==> src/rtl/jt900h_memarb.sv <==
`default_nettype none
// +----------------------------------------------------------------------------+
// | Module : jt900h_memarb                                                     |
// | Brief  : Three-way arbiter/sequencer for the JT900H 16-bit RAM port.       |
// | Rev    : 1.0 - initial release                                             |
// +----------------------------------------------------------------------------+
module jt900h_memarb #(
    parameter int AW  = 24,
    parameter int LAT = 1
) (
    input  logic          clk,
    input  logic          rst_n,
    input  logic          cen,
    input  logic          dma_req,
    input  logic          dma_wr,
    input  logic [AW-1:0] dma_addr,
    input  logic [15:0]   dma_din,
    output logic [15:0]   dma_dout,
    output logic          dma_ack,
    input  logic          data_req,
    input  logic          data_wr,
    input  logic [2:0]    data_len,
    input  logic [AW-1:0] data_addr,
    input  logic [31:0]   data_din,
    output logic [31:0]   data_dout,
    output logic          data_ack,
    input  logic          fetch_req,
    input  logic [AW-1:0] fetch_addr,
    output logic [15:0]   fetch_dout,
    output logic          fetch_ack,
    output logic [AW-1:0] ram_addr,
    input  logic [15:0]   ram_dout,
    output logic [15:0]   ram_din,
    output logic [1:0]    ram_we,
    output logic          busy
);
    typedef enum logic [2:0] {
        S_IDLE   = 3'd0,
        S_ACCESS = 3'd1,
        S_WAIT   = 3'd2,
        S_NEXT   = 3'd3,
        S_DONE   = 3'd4
    } state_t;

    localparam logic [1:0] c_LEN_BYTE = 2'd0;
    localparam logic [1:0] c_LEN_WORD = 2'd1;
    localparam logic [1:0] c_LEN_LONG = 2'd2;
    localparam logic [1:0] c_G_DMA    = 2'd0;
    localparam logic [1:0] c_G_DATA   = 2'd1;
    localparam logic [1:0] c_G_FETCH  = 2'd2;
    localparam logic [1:0] c_LAT_LAST = 2'(LAT - 1);

    state_t        r_state;
    logic [1:0]    r_gnt, r_len, r_last, r_piece, r_lat;
    logic          r_wr, r_a0;
    logic [47:0]   r_wbuf, r_rbuf;
    logic [5:0]    r_bm;
    logic [AW-1:0] r_ram_addr;
    logic [15:0]   r_ram_din, r_dma_dout, r_fetch_dout;
    logic [1:0]    r_ram_we;
    logic [31:0]   r_data_dout;
    logic          r_dma_ack, r_data_ack, r_fetch_ack, r_busy;

    logic          w_sel_dma, w_sel_data, w_any, w_wr, w_a0, w_others;
    logic [1:0]    w_gnt, w_len, w_last, w_np;
    logic [AW-1:0] w_addr;
    logic [31:0]   w_din, w_dmask, w_rmask;
    logic [3:0]    w_bm4;
    logic [5:0]    w_bm;
    logic [47:0]   w_wbuf;

    assign w_sel_dma  = dma_req;
    assign w_sel_data = !dma_req && data_req;
    assign w_any      = dma_req || data_req || fetch_req;
    assign w_gnt      = w_sel_dma ? c_G_DMA : (w_sel_data ? c_G_DATA : c_G_FETCH);
    assign w_addr     = w_sel_dma ? dma_addr : (w_sel_data ? data_addr : fetch_addr);
    assign w_wr       = w_sel_dma ? dma_wr : (w_sel_data && data_wr);
    assign w_din      = w_sel_dma ? {16'h0000, dma_din} : data_din;
    // DMA and fetch are always word-aligned, so only data accesses may split
    assign w_a0       = w_sel_data && w_addr[0];
    assign w_np       = r_piece + 2'd1;

    always_comb begin
        w_len = c_LEN_WORD;
        if (w_sel_data) begin
            case (data_len)
                3'b010:  w_len = c_LEN_WORD;
                3'b100:  w_len = c_LEN_LONG;
                default: w_len = c_LEN_BYTE;
            endcase
        end
        w_dmask = 32'h0000_00ff;
        w_bm4   = 4'b0001;
        w_last  = 2'd0;
        case (w_len)
            c_LEN_WORD: begin
                w_dmask = 32'h0000_ffff;
                w_bm4   = 4'b0011;
                w_last  = {1'b0, w_a0};
            end
            c_LEN_LONG: begin
                w_dmask = 32'hffff_ffff;
                w_bm4   = 4'b1111;
                w_last  = 2'd1 + {1'b0, w_a0};
            end
            default: ;
        endcase
    end

    // Write data and byte enables laid out across up to three bus words
    assign w_wbuf = (w_len == c_LEN_BYTE) ? {32'h0, w_din[7:0], w_din[7:0]}
                                          : ({16'h0000, w_din & w_dmask} << {w_a0, 3'b000});
    assign w_bm   = {2'b00, w_bm4} << w_a0;

    always_comb begin
        case (r_len)
            c_LEN_WORD: w_rmask = 32'h0000_ffff;
            c_LEN_LONG: w_rmask = 32'hffff_ffff;
            default:    w_rmask = 32'h0000_00ff;
        endcase
    end

    assign w_others = (dma_req   && r_gnt != c_G_DMA)  ||
                      (data_req  && r_gnt != c_G_DATA) ||
                      (fetch_req && r_gnt != c_G_FETCH);

    always_ff @(posedge clk or negedge rst_n) begin
        if (!rst_n) begin
            r_state      <= S_IDLE;
            r_gnt        <= 2'd0;
            r_len        <= 2'd0;
            r_last       <= 2'd0;
            r_piece      <= 2'd0;
            r_lat        <= 2'd0;
            r_wr         <= 1'b0;
            r_a0         <= 1'b0;
            r_wbuf       <= '0;
            r_rbuf       <= '0;
            r_bm         <= '0;
            r_ram_addr   <= '0;
            r_ram_din    <= '0;
            r_ram_we     <= 2'b00;
            r_dma_dout   <= '0;
            r_fetch_dout <= '0;
            r_data_dout  <= '0;
            r_dma_ack    <= 1'b0;
            r_data_ack   <= 1'b0;
            r_fetch_ack  <= 1'b0;
            r_busy       <= 1'b0;
        end else if (cen) begin
            case (r_state)
                S_IDLE: begin
                    if (w_any) begin
                        r_gnt      <= w_gnt;
                        r_wr       <= w_wr;
                        r_len      <= w_len;
                        r_a0       <= w_a0;
                        r_last     <= w_last;
                        r_wbuf     <= w_wbuf;
                        r_bm       <= w_bm;
                        r_rbuf     <= '0;
                        r_piece    <= 2'd0;
                        r_ram_addr <= {w_addr[AW-1:1], 1'b0};
                        r_ram_din  <= w_wbuf[15:0];
                        r_ram_we   <= w_wr ? w_bm[1:0] : 2'b00;
                        r_busy     <= 1'b1;
                        r_state    <= S_ACCESS;
                    end else begin
                        r_busy <= 1'b0;
                    end
                end
                S_ACCESS: begin
                    r_ram_we <= 2'b00;
                    r_lat    <= 2'd0;
                    r_state  <= r_wr ? S_NEXT : S_WAIT;
                end
                S_WAIT: begin
                    if (r_lat == c_LAT_LAST) begin
                        r_rbuf[{r_piece, 4'b0000} +: 16] <= ram_dout;
                        r_state <= S_NEXT;
                    end else begin
                        r_lat <= r_lat + 2'd1;
                    end
                end
                S_NEXT: begin
                    if (r_piece == r_last) begin
                        r_state <= S_DONE;
                        case (r_gnt)
                            c_G_DMA: begin
                                r_dma_ack <= 1'b1;
                                if (!r_wr) r_dma_dout <= r_rbuf[15:0];
                            end
                            c_G_DATA: begin
                                r_data_ack <= 1'b1;
                                if (!r_wr) r_data_dout <= 32'(r_rbuf >> {r_a0, 3'b000}) & w_rmask;
                            end
                            default: begin
                                r_fetch_ack  <= 1'b1;
                                r_fetch_dout <= r_rbuf[15:0];
                            end
                        endcase
                    end else begin
                        r_piece    <= w_np;
                        r_ram_addr <= r_ram_addr + AW'(2);
                        r_ram_din  <= 16'(r_wbuf >> {w_np, 4'b0000});
                        r_ram_we   <= r_wr ? 2'(r_bm >> {w_np, 1'b0}) : 2'b00;
                        r_state    <= S_ACCESS;
                    end
                end
                S_DONE: begin
                    r_dma_ack   <= 1'b0;
                    r_data_ack  <= 1'b0;
                    r_fetch_ack <= 1'b0;
                    // Keep busy asserted across the IDLE gap when another requester waits
                    r_busy      <= w_others;
                    r_state     <= S_IDLE;
                end
                default: r_state <= S_IDLE;
            endcase
        end
    end

    assign dma_dout   = r_dma_dout;
    assign dma_ack    = r_dma_ack;
    assign data_dout  = r_data_dout;
    assign data_ack   = r_data_ack;
    assign fetch_dout = r_fetch_dout;
    assign fetch_ack  = r_fetch_ack;
    assign ram_addr   = r_ram_addr;
    assign ram_din    = r_ram_din;
    assign ram_we     = r_ram_we;
    assign busy       = r_busy;
endmodule
`default_nettype wire

==> config.mk <==
export PLATFORM = sky130hd
export DESIGN_NAME = jt900h_memarb
export DESIGN_NICKNAME = d
export VERILOG_FILES = /design/src/rtl/jt900h_memarb.sv
export SDC_FILE = /design/constraint.sdc
export NUM_CORES = 1
export LEC_CHECK = 0
export ABC_AREA = 0
export CAP_MARGIN = 20
export CELL_PAD_IN_SITES_DETAIL_PLACEMENT = 1
export CELL_PAD_IN_SITES_GLOBAL_PLACEMENT = 1
export CORE_MARGIN = 5
export CORE_UTILIZATION = 33
export CTS_CLUSTER_SIZE = 8
export DETAILED_ROUTE_END_ITERATION = 10
export GPL_ROUTABILITY_DRIVEN = 0
export PLACE_DENSITY = 0.78
export SLEW_MARGIN = 20
export SYNTH_ARGS = -nofsm -noshare
export SYNTH_HDL_FRONTEND = slang
export SYNTH_SLANG_ARGS = --single-unit
==> constraint.sdc <==
create_clock -name clk -period 2.85 [get_ports clk]
set_input_delay 0.855 -clock clk [delete_from_list [all_inputs] [get_ports clk]]
set_output_delay 0.855 -clock clk [all_outputs]
set_load 0.02 [all_outputs]
==> results.yml, run 1 <==
logic_synthesis:
  yosys_register_bits: 209
  syn_area_sq_mm: 0.01066
  synth_ff_type: "dfrtp_1"
  synthXorXnorAreaFrac: 0.001644
  yosysSeqAreaShare: 0.4908
  synth_mux_area_frac: 0.1416
  syn_nets: 1304
  synth-simple-area-share: 0.1760
  synth_top_family_by_area: "simple AND/OR/NAND/NOR gates"
  synthAdderAreaFrac: 0.01292
  synthCells: 1146
  synth.distinct_cells: 57
  synth-async-reset-ratio: 1.000
  yosysWarnings: 0
  synth_compound_area_frac: 0.1386
  avgSynthCellArea_sq_um: 9.298
  synth_edf_count: 0
cells_and_area:
  final_nets: 1591
  drive_gt1_frac: 0.1426
  stdcell_count: 1841
  final_area_sq_mm: 0.01502
  syn_to_final_growth_pct: 40.99
critical_path:
  reg2reg_from: "r_state[2]"
  critPathCaptureType: "output pin"
  cp_num_buf_inv: 1
  critPathKind: "reg -> out"
  critical_path_arrival_ns: 1.69
  r2r_cells: 6
  startpoint: "ram_addr[7]"
  path_max_fanout: 9
  cpMaxStageDelayCell: "clkdlybuf4s50_1"
  path_cells: "clkdlybuf4s50_1"
  slowest_delay_ns: 0.67
  critPathTopFamily: "buffers and inverters"
  cp.depth: 1
  worstSetupStartpointType: "flip-flop"
  cp.required_ns: 2.00
routing:
  wl_per_cell_um: 19.77
  routed_wl_mm: 36.39
  dr.pass1.iters: 4
  drc: 0
  drtAntennaViolNets: 0
  drt_iter0_drc: 491
  viasPerCell: 5.319
  vias: 9793
global_routing:
  grt_pass1_wl_mm: 57.91
  first_global_vias: 10466
  grt_max_degree: 56
  antenna_found_initial: 2
  grt_overflow_total: 0
  grt_usage: 0.1970
cts:
  cts_buffers: 30
  cts-htree-levels: 1
  clk_path_buf_depth: 3
  cts.repair.resized: 0
  cts_setup_buffers: 0
  path_clk_slew_ns: 0.05
  cts.sink_count: 209
  cts_tree: "done"
  cts_root_buf: "clkbuf_16"
  postCtsHoldBufs: 0
  insertion_delay_ns: 0.54
place:
  dp.cells: 1803
  post_dp_cell_area_sq_mm: 0.01421
  io_buffers: 253
  dp_hpwl_mm: 26.88
floorplanning:
  die_x_um: 189.7
  start_util: 0.3359
  coreArea_sq_mm: 0.03172
  die_h_um: 189.7
  die-area_sq_mm: 0.03598
  rows: 65
  boundaryPins: 257
sta:
  skew_ns: 0.01459
  slew_violations: 0
  grt_setup_unrepaired: "false"
  timing.slew.headroom: 0.5974
  finalSetupTns_ns: 0
  final.period_utilization: 0.8922
  min_period_ns: 2.543
  setup_viol_count_final: 0
  worst_pin_slew_ns: 0.6017
  fmax_mhz: 393.3
  hold_violations: 0
min_path:
  min_path_type: "in -> async"
power_and_ir_drop:
  p_per_area_mw_per_mm2: 866.6
  p_switching_mw: 5.023
  p_leak_nw: 6.528
  finalPower_mw: 13.02
  pwr-share-comb: 0.412
  intPower_mw: 7.995
  p_clk_frac: 0.245
  peakVddDrop_uv: 505.6
  netSwitchingFraction: 0.3859
  pwr-share-seq: 0.343
job:
  maxCapViolations: 0
outcome:
  status: "complete, no violations"
-- synth_stat cells, types with 3 or more instances --
cell	n	area, sq um
a21oi_1	68	340.3
o211ai_1	3	22.52
o31ai_1	9	67.56
nand2_1	274	1028
or4_1	3	22.52
nand3_1	40	200.2
and2_1	3	18.77
nor3_1	19	95.09
nand4_1	6	37.54
inv_1	19	71.32
and3_1	4	25.02
a31oi_1	10	62.56
buf_1	5	18.77
a32oi_1	8	70.07
nor4_1	3	18.77
o22ai_1	3	18.77
or3_1	4	25.02
ha_1	11	137.6
a22o_1	8	70.07
a22oi_1	7	52.55
nor2b_1	5	31.28
clkbuf_1	54	202.7
o21ai_2	8	70.07
o21ai_0	97	485.5
buf_2	15	75.07
mux2_2	70	788.3
nor2_1	63	236.5
dfrtp_1	209	5230
mux2i_1	72	720.7
o311ai_0	10	87.58
-- cells in the final DEF, fill, tap and decap left out, drive strengths merged, types with 4 or more instances in the layout --
cell type,instances
a21oi,68
a22o,8
a22oi,7
a31oi,10
a32oi,8
and2,4
and3,4
buf,82
clkbuf,38
clkdlybuf4s50,250
dfrtp,209
ha,11
inv,19
mux2,70
mux2i,72
nand2,274
nand3,40
nand4,6
nor2,64
nor2b,5
nor3,19
nor4,6
o21ai,106
o311ai,10
o31ai,9
or3,5
-- per-layer routing --
| metal | up-vias | GRT usage | wire length, um |
|---|---|---|---|
| met1 | 4874 | 0.2518 | 15410 |
| met5 | - | 0 | 13 |
| met2 | 291 | 0.3443 | 17760 |
| li1 | 4571 | - | - |
| met3 | 55 | 0.04330 | 2418 |
| met4 | 2 | 0.04229 | 787 |
-- final cells by class --
class | count | area, sq um
antenna | 1 | 2.502
clock buffer | 37 | 808.3
fill | 3539 | 16690
inverter | 19 | 71.32
multi-input combinational | 840 | 5044
sequential | 209 | 5230
tap | 402 | 503.0
timing repair buffer | 333 | 3364
-- stage by stage --
stage	util	hold WS (ns)	worst slack, ns
6_report	0.4736	0.2954	0.3073
5_1_grt	0.4736	0.3168	0.2343
4_1_cts	0.4736	0.2837	0.2679
3_5_place_dp	0.4481	0.4626	-0.1994
3_3_place_gp	0.4481	0.4498	-0.1356
2_1_floorplan	-	0.4391	0.09631
-- final timing paths --
| path | endpoint | slack [ns] |
|---|---|---|
| max reg2reg | ram_addr[19] | 0.55 |
| min | dma_dout[10] | 0.30 |
| max | ram_addr[7] | 0.31 |
| max in group asynchronous | r_wbuf[17] | 1.84 |
| min in group clk | data_dout[21] | 0.47 |
| min reg2reg | data_dout[21] | 0.47 |
-- power groups by stage --
stage                     combinational (mW)  clock (mW)  sequential, mW
after CTS                               5.42        3.25            4.47
after global routing                    5.83        3.37            4.57
after detailed placement                5.38           0            4.50
after global placement                  5.20           0            4.47
after floorplan                         2.48           0            4.78
final                                   5.36        3.19            4.47
-- kinds of logic (layout without fill, tap and decap cells) --
logic type                 after synthesis  after routing
and+or+nand+nor                        438            438
AOI/OAI and AO/OA                      246            246
DFF                                    209            209
muxes                                  142            142
buffers and inverters                   97            389
adders and majority gates               11             11
xor gates and xnor gates                 2              2
other                                    1              2
-- registers in the layout, summed over array words and instances, names as in the netlist, 3 cells and up --
signal      count
r_rbuf         40
r_wbuf         40
data_dout      32
ram_addr       23
dma_dout       16
fetch_dout     16
ram_din        16
r_bm            5
r_state         3
Power figures use the tool's default switching activity.
==> run 2: changes to the inputs <==
--- a/config.mk
+++ b/config.mk
@@ -9,6 +9,7 @@
 export CAP_MARGIN = 20
 export CELL_PAD_IN_SITES_DETAIL_PLACEMENT = 1
 export CELL_PAD_IN_SITES_GLOBAL_PLACEMENT = 1
+export CORE_ASPECT_RATIO = 1.4
 export CORE_MARGIN = 5
 export CORE_UTILIZATION = 33
 export CTS_CLUSTER_SIZE = 8
==> results.yml, run 2 (synthesis results as in run 1) <==
outcome:
  status: "complete, no violations"
critical_path:
  r2r_cells: 6
  slowest_delay_ns: 0.69
  cp_num_buf_inv: 1
  critPathTopFamily: "buffers and inverters"
  r2r_setup_slack_ns: 0.51
  worstSetupStartpointType: "flip-flop"
  critPathCaptureType: "output pin"
  critical_path_arrival_ns: 1.73
  path_max_fanout: 7
  reg2reg_from: "r_state[2]"
  cp.required_ns: 2.00
  path_cells: "clkdlybuf4s50_1"
  r2r_end: "ram_addr[13]"
  critPathKind: "reg -> out"
  cpMaxStageDelayCell: "clkdlybuf4s50_1"
routing:
  routed_wl_mm: 37.10
  drt_iter0_drc: 381
  vias: 9668
  dr.pass1.iters: 4
  viasPerCell: 5.280
  wl_per_cell_um: 20.26
  drtAntennaViolNets: 0
  drc: 0
sta:
  setup_viol_count_final: 0
  hold_violations: 0
  grt_setup_unrepaired: "false"
  final.period_utilization: 0.9058
  worst_slack_ns: 0.2683
  worst_pin_slew_ns: 0.6048
  slew_violations: 0
  fmax_mhz: 387.3
  timing.slew.headroom: 0.5953
  min_period_ns: 2.582
  finalSetupTns_ns: 0
  skew_ns: 0.01872
cts:
  insertion_delay_ns: 0.56
  cts.repair.resized: 0
  clk_path_buf_depth: 3
  path_clk_slew_ns: 0.05
  cts-htree-levels: 1
  cts_tree: "done"
  cts.sink_count: 209
  postCtsHoldBufs: 0
  cts_buffers: 30
  cts_root_buf: "clkbuf_16"
  cts_setup_buffers: 0
place:
  dp_hpwl_mm: 27.33
  io_buffers: 253
  pre_cts_ws_ns: -0.2294
  post_dp_cell_area_sq_mm: 0.01415
  dp.cells: 1794
min_path:
  min_path_type: "in -> async"
cells_and_area:
  syn_to_final_growth_pct: 40.45
  stdcell_count: 1831
  final_common_cell: "nand2_1"
  final_area_sq_mm: 0.01497
  final_nets: 1584
  drive_gt1_frac: 0.1388
  final_cell_mix: "nand2_1, clkdlybuf4s50_1, dfrtp_1, o21ai_0, mux2i_1"
global_routing:
  first_global_vias: 10490
  antenna_found_initial: 4
  grt_max_degree: 69
  grt_pass1_wl_mm: 57.73
  grt_overflow_total: 0
  grt_usage: 0.1985
floorplanning:
  boundaryPins: 257
  rows: 78
  die_h_um: 222.6
  coreArea_sq_mm: 0.03221
  die-area_sq_mm: 0.03603
  die_x_um: 161.9
  start_util: 0.3308
power_and_ir_drop:
  finalPower_mw: 13.01
  p_leak_nw: 6.499
  p_per_area_mw_per_mm2: 869.2
  peakVddDrop_uv: 514.6
job:
  maxCapViolations: 0
run 2: area by class of cell:
type	count	area (sq um)
Timing Repair Buffer	326	3312
Tap cell	400	500.5
Clock buffer	30	750.7
Fill cell	3648	17240
Inverter	19	71.32
Clock inverter	3	51.30
Multi-Input combinational cell	840	5040
Antenna cell	4	10.01
Sequential cell	209	5230
run 2: per-layer routing:
metal	vias up	wire length (um)	global-route usage	part of all wire
met2	230	20240	0.3744	0.55
li1	4550	-	-	-
met3	77	1729	0.03322	0.047
met4	0	1295	0.07890	0.035
met5	-	0	0	0
met1	4811	13840	0.2188	0.37
run 2: where the power goes:
| group | switching (mW) | internal (mW) |
|---|---|---|
| Sequential | 0.721 | 3.73 |
| Combinational | 3.02 | 2.35 |
| Clock | 1.26 | 1.93 |
| Total | 5.01 | 8.00 |
run 2: through the flow:
| stage | util | hold slack, ns |
|---|---|---|
| floorplan | - | 0.4391 |
| global placement | 0.4395 | 0.4499 |
| detailed placement | 0.4395 | 0.4602 |
| CTS | 0.4644 | 0.3010 |
| global route | 0.4647 | 0.3277 |
| finish | 0.4647 | 0.2888 |
run 2: worst max-delay path by stage:
stage | from | to | slack (ns) | cells past startpoint
floorplan | data_req | ram_din[14] | 0.1 | 10
global placement | cen | ram_addr[21] | -0.12 | 7
detailed placement | cen | ram_addr[13] | -0.23 | 7
CTS | ram_addr[1] | ram_addr[1] | 0.24 | 1
global route | ram_addr[7] | ram_addr[7] | 0.21 | 1
finish | ram_addr[1] | ram_addr[1] | 0.27 | 1
